$ cat src/rtl/image_pipe_proc.sv
// image_pipe_proc: elastic FIFO plus per-pixel op unit between image pipe stages, programmed over reg_cpu.
// Optional frame/stall statistics counters are built when IMAGE_PIPE_PROC_STATS_EN is defined.
module image_pipe_proc #(
  parameter int DW    = 32,
  parameter int DEPTH = 4
) (
  input  logic          clk,
  input  logic          rst,
  input  logic [DW-1:0] image_pipe_data_in,
  input  logic          image_pipe_valid_in,
  input  logic          image_pipe_end_in,
  output logic          image_pipe_busy_out,
  output logic [DW-1:0] image_pipe_data_out,
  output logic          image_pipe_valid_out,
  output logic          image_pipe_end_out,
  input  logic          image_pipe_busy_in,
  input  logic          reg_cpu_cs,
  input  logic          reg_cpu_we,
  input  logic          reg_cpu_re,
  input  logic [29:0]   reg_cpu_addr,
  input  logic [31:0]   reg_cpu_data_wr,
  output logic [31:0]   reg_cpu_data_rd,
  output logic          reg_cpu_wack,
  output logic          reg_cpu_rdv
);
  localparam int AW = $clog2(DEPTH);
  localparam logic [AW:0] FULL = (AW+1)'(DEPTH);
  logic [DW:0]    mem [DEPTH];
  logic [AW-1:0]  wr_ptr, rd_ptr;
  logic [AW:0]    count, count_next;
  logic           push, pop, wr_en, re_q;
  logic           ctrl_en;
  logic [1:0]     ctrl_mode, mode;
  logic [31:0]    offset, thresh, rd_mux;
  logic [15:0]    frame_cnt, stall_cnt;
  logic [13:0]    addr;
  logic [DW:0]    head, sum;
  logic [DW-1:0]  op_data;
  logic           unused_bits;
  assign addr        = reg_cpu_addr[13:0];
  assign wr_en       = reg_cpu_cs & reg_cpu_we;
  assign push        = image_pipe_valid_in & ~image_pipe_busy_out;
  assign pop         = (count != '0) & (~image_pipe_valid_out | ~image_pipe_busy_in);
  assign count_next  = count + (AW+1)'(push) - (AW+1)'(pop);
  assign head        = mem[rd_ptr];
  assign mode        = ctrl_en ? ctrl_mode : 2'd0;
  assign sum         = {1'b0, head[DW-1:0]} + {1'b0, offset[DW-1:0]};
  assign unused_bits = ^{reg_cpu_addr[29:14], offset, thresh};
  always_comb
    op_data = (mode == 2'd1) ? ~head[DW-1:0] :
              (mode == 2'd2) ? (sum[DW] ? {DW{1'b1}} : sum[DW-1:0]) :
              (mode == 2'd3) ? ((head[DW-1:0] >= thresh[DW-1:0]) ? {DW{1'b1}} : {DW{1'b0}}) :
              head[DW-1:0];
  always_comb
    rd_mux = (addr == 14'd0) ? {29'd0, ctrl_mode, ctrl_en} :
             (addr == 14'd1) ? offset :
             (addr == 14'd2) ? thresh :
             (addr == 14'd3) ? {16'd0, frame_cnt} :
             (addr == 14'd4) ? {16'd0, stall_cnt} : 32'd0;
  always_ff @(posedge clk)
    if (push) mem[wr_ptr] <= {image_pipe_end_in, image_pipe_data_in};
  always_ff @(posedge clk or posedge rst)
    if (rst) begin
      wr_ptr              <= '0;
      rd_ptr              <= '0;
      count               <= '0;
      image_pipe_busy_out <= 1'b0;
    end else begin
      if (push) wr_ptr <= wr_ptr + 1'b1;
      if (pop) rd_ptr <= rd_ptr + 1'b1;
      count               <= count_next;
      image_pipe_busy_out <= (count_next == FULL);
    end
  // output stage holds under downstream stall, drains to idle otherwise
  always_ff @(posedge clk or posedge rst)
    if (rst) begin
      image_pipe_data_out  <= '0;
      image_pipe_valid_out <= 1'b0;
      image_pipe_end_out   <= 1'b0;
    end else if (pop) begin
      image_pipe_data_out  <= op_data;
      image_pipe_valid_out <= 1'b1;
      image_pipe_end_out   <= head[DW];
    end else if (!image_pipe_busy_in) begin
      image_pipe_valid_out <= 1'b0;
      image_pipe_end_out   <= 1'b0;
    end
  always_ff @(posedge clk or posedge rst)
    if (rst) begin
      ctrl_en   <= 1'b1;
      ctrl_mode <= 2'd0;
      offset    <= '0;
      thresh    <= '0;
    end else if (wr_en) begin
      if (addr == 14'd0) {ctrl_mode, ctrl_en} <= reg_cpu_data_wr[2:0];
      if (addr == 14'd1) offset <= reg_cpu_data_wr;
      if (addr == 14'd2) thresh <= reg_cpu_data_wr;
    end
  always_ff @(posedge clk or posedge rst)
    if (rst) begin
      reg_cpu_wack    <= 1'b0;
      reg_cpu_rdv     <= 1'b0;
      re_q            <= 1'b0;
      reg_cpu_data_rd <= '0;
    end else begin
      reg_cpu_wack <= wr_en;
      reg_cpu_rdv  <= reg_cpu_cs & reg_cpu_re;
      re_q         <= reg_cpu_re;
      if (reg_cpu_cs && reg_cpu_re && !re_q) reg_cpu_data_rd <= rd_mux;
    end
`ifdef IMAGE_PIPE_PROC_STATS_EN
  always_ff @(posedge clk or posedge rst)
    if (rst) begin
      frame_cnt <= '0;
      stall_cnt <= '0;
    end else if (wr_en && addr == 14'd3) begin
      frame_cnt <= '0;
      stall_cnt <= '0;
    end else begin
      if (image_pipe_valid_out && image_pipe_end_out && !image_pipe_busy_in) frame_cnt <= frame_cnt + 16'd1;
      if (image_pipe_valid_in && image_pipe_busy_out) stall_cnt <= stall_cnt + 16'd1;
    end
`else
  assign frame_cnt = '0;
  assign stall_cnt = '0;
`endif
endmodule
$ cat config.mk
export PLATFORM = sky130hd
export DESIGN_NAME = image_pipe_proc
export DESIGN_NICKNAME = d
export VERILOG_FILES = /design/src/rtl/image_pipe_proc.sv
export SDC_FILE = /design/constraint.sdc
export NUM_CORES = 1
export LEC_CHECK = 0
export BUFFER_PORTS_ARGS = -buffer_cell sky130_fd_sc_hd__buf_2
export CELL_PAD_IN_SITES_DETAIL_PLACEMENT = 2
export CELL_PAD_IN_SITES_GLOBAL_PLACEMENT = 2
export CORE_MARGIN = 5
export CORE_UTILIZATION = 36
export DETAILED_ROUTE_END_ITERATION = 16
export PLACE_DENSITY_LB_ADDON = 0.15
export SLEW_MARGIN = 20
export SYNTH_ARGS = -nofsm -noshare
export SYNTH_HDL_FRONTEND = slang
export SYNTH_SLANG_ARGS = --single-unit
$ cat constraint.sdc
create_clock -name clk -period 4.1 [get_ports clk]
set_clock_uncertainty 0.2 [all_clocks]
set_input_delay 0.41 -clock clk [delete_from_list [all_inputs] [get_ports clk]]
set_output_delay 0.41 -clock clk [all_outputs]
set_load 0.05 [all_outputs]
==> out/metrics.yaml <==
logic_synthesis:
  synthMuxAreaShare_pct: 11.2
  synth_common_cells: "143 x dfrtp_1, 132 x edfxtp_1, 101 x nor2_1, 73 x nand2_1, 70 x ha_1"
  synth_edf_count: 132
  synth_area_leaders: "edfxtp_1 29%, dfrtp_1 26%, ha_1 6.3%"
  ys_ff_latch: 276
  synth_top_family_by_area: "compound AO/OA/AOI/OAI gates"
  syn-num-nets: 1292
  yosysWarningCount: 0
  yosys.area_share.simple_pct: 8.78
  synth.distinct_cells: 78
  synth_top_area_share_pct: 28.7
  async_flop_share_pct: 52.2
  synth_compound_area_share_pct: 13.4
  synth-xor-area-share_pct: 1.65
  synthFlopType: "dfrtp_1"
  synth_area_mm2: 0.0138
  yosysMostFrequentCell: "dfrtp_1"
  postSynthAreaPerCell_um2: 12.4
  yosysTopAreaCell: "edfxtp_1"
  synthAdderAreaFrac_pct: 6.63
  syn_inst: 1118
  ys_seq_area_share_pct: 54.8
drt:
  vias: 10100
  drc: 0
  wl_per_cell_um: 22.6
  wl_met2_um: 20500
  first_pass_iters: 4
  route.top_layer_used: "met4"
  routed_wl_um: 43800
  wl_met1_um: 21400
  detail_route.iter0.violations: 548
  vias_per_cell: 5.23
  ant_nets: 0
  wl_met3_um: 1430
global_routing:
  grt_max_degree: 65
  overflow: 0
  grt_pass1_wl_um: 68700
  grt_pass1_vias: 11500
  track_usage_pct: 20.8
  antenna_found_initial: 0
floorplanning:
  start_util_pct: 36.6
  die_width_um: 206
  die-area_mm2: 0.0424
  rows: 71
  ios: 171
  core_mm2: 0.0378
  die_h_um: 206
final_layout:
  fin_nets: 1572
  register_area_mm2: 0.00757
  area_growth_pct: 26.8
  instances_no_fill: 1934
  final_util_pct: 46.4
  drive_above_1_share_pct: 30.0
  multi_input_area_mm2: 0.00588
  fill_cells: 3771
run_status:
  outcome: "finished, final reports clean"
critical_path:
  crit_slowest_cell: "mux4_2"
  worst-setup-path-type: "reg2reg"
  path_max_fanout: 3
  cp_cell_sequence: "mux4_2, ha_1, fa_1, a211oi_1, o21bai_1, a21oi_1, o211ai_1, nand3_1, mux2_2, a2111oi_1, o31ai_1"
  start_kind: "flop"
  worstSetupEndpointType: "flop"
  crit_arrival_ps: 4210
  crit_required_ps: 4320
  critPathMaxStageDelay_ps: 540
clocking:
  cts_tree: "built"
  cts-root-buf: "clkbuf_16"
  cts_inserted_buffers: 31
  cts_buffer_depth: 3
  clkLatencyLatePin_ps: 560
  cts_htree_levels: 1
  clkTransAtPathRegs_ps: 60
  cts_sinks: 276
sta:
  hold_viol: 0
  rsz0062_at_grt: "true"
  setup_viol: 0
  post-route-period-util_pct: 97.4
  tns_ps: 0
  fmax_ghz: 0.250
  finalCriticalPeriod_ps: 3990
  timing.final.max_slew_violations: 0
  slew_headroom_pct: 42.3
  whs_ps: 159
  worstMarginPinSlew_ps: 857
placement:
  gp_congestion: 0.830
  hpwl_um: 32000
  port_buffers: 154
  dp_cells: 1802
power_and_ir_drop:
  power_density_mw_per_mm2: 651
  p_total_w: 0.0114
  power.leakage_nw: 7.40
  vdd_drop_max_mv: 0.440
worst_hold_path:
  hold_path.class: "in2reg"
run:
  drv_cap: 0
## flip-flops by register name (all words and copies together), names as in the netlist
register / flops
count: 3
ctrl_en: 1
ctrl_mode: 2
image_pipe_busy_out: 1
image_pipe_data_out: 32
image_pipe_end_out: 1
image_pipe_valid_out: 1
mem: 132
offset: 32
rd_ptr: 2
re_q: 1
reg_cpu_data_rd: 32
reg_cpu_rdv: 1
reg_cpu_wack: 1
thresh: 32
wr_ptr: 2
## per-stage QoR
step / worst slack (ps) / cell area (um^2)
floorplan: 36.7 / 13800
finish: 108 / 17500
global route: -36.6 / 17500
global placement: 48.1 / 15600
CTS: 11.1 / 17400
detailed placement: -39.2 / 15600
## area by class of cell
cell class	count	area share (%)
diodes	1	0.0143
clock buffers	34	4.61
clock inverters	23	1.42
inverters	51	1.11
multi-input cells	736	33.6
flip-flops and latches	276	43.2
well taps	511	3.65
repair buffers	302	12.4
## critical path: cells and delay by family, from the launching register on
family	cells	cell delay, ps
flops	1	400
fa+ha+maj	2	680
compound gates	6	1570
simple gates	1	130
mux	2	880
## path summary, 6_finish.rpt
path                       slack (ps)                 endpoint                start  cells past startpoint
max reg2reg                       110  image_pipe_data_out[22]            rd_ptr[0]                     11
min in group asynchronous         330       reg_cpu_data_rd[7]                  rst                      3
min                               160       reg_cpu_data_rd[1]      reg_cpu_addr[1]                      4
max                               110  image_pipe_data_out[22]            rd_ptr[0]                     11
max in group asynchronous        2600               offset[20]                  rst                      4
min reg2reg                       270      reg_cpu_data_rd[16]  reg_cpu_data_rd[16]                      2
## cells by family (layout without fill, tap and decap cells)
logic type,count (synthesis),after routing
simple gates,261,261
other cells,0,1
mux,105,105
compound gates,272,272
fa+ha+maj,72,72
flops,276,276
xor+xnor,26,26
buf+inv,106,410
## cells in the final DEF (no fill, tap or decap), types with 20 or more instances in the layout
| master | n |
|---|---|
| a21o_1 | 25 |
| a21oi_1 | 68 |
| a22oi_1 | 29 |
| buf_2 | 154 |
| buf_4 | 68 |
| clkbuf_16 | 31 |
| dfrtp_1 | 142 |
| dlygate4sd3_1 | 70 |
| edfxtp_1 | 132 |
| ha_1 | 64 |
| inv_1 | 49 |
| mux2_2 | 66 |
| mux4_2 | 32 |
| nand2_1 | 73 |
| nor2_1 | 101 |
| o21ai_0 | 57 |
| o221ai_1 | 20 |
| xnor2_1 | 20 |
## per-layer routing
layer,up-vias,global-route usage (%)
met5,-,0
met4,0,3.68
met3,30,2.48
met2,153,34.0
met1,5177,30.5
li1,4759,-
## power by group
part / switching, W / leakage (nW) / total [W] / internal, W
clock: 0.00115 / 0.516 / 0.00288 / 0.00173
sequential: 0.000247 / 3.10 / 0.00364 / 0.00339
combinational: 0.00298 / 3.78 / 0.00489 / 0.00191
total: 0.00438 / 7.40 / 0.0114 / 0.00703
## repair_timing
action	in CTS	in global routing
pin swaps	0	4
hold buffers	70	0
endpoints found under the hold margin	247	0
endpoints found under the setup margin	2	31
resized for setup	4	14
buffers inserted	0	3
Note: power is estimated with default switching activity, not from simulation.
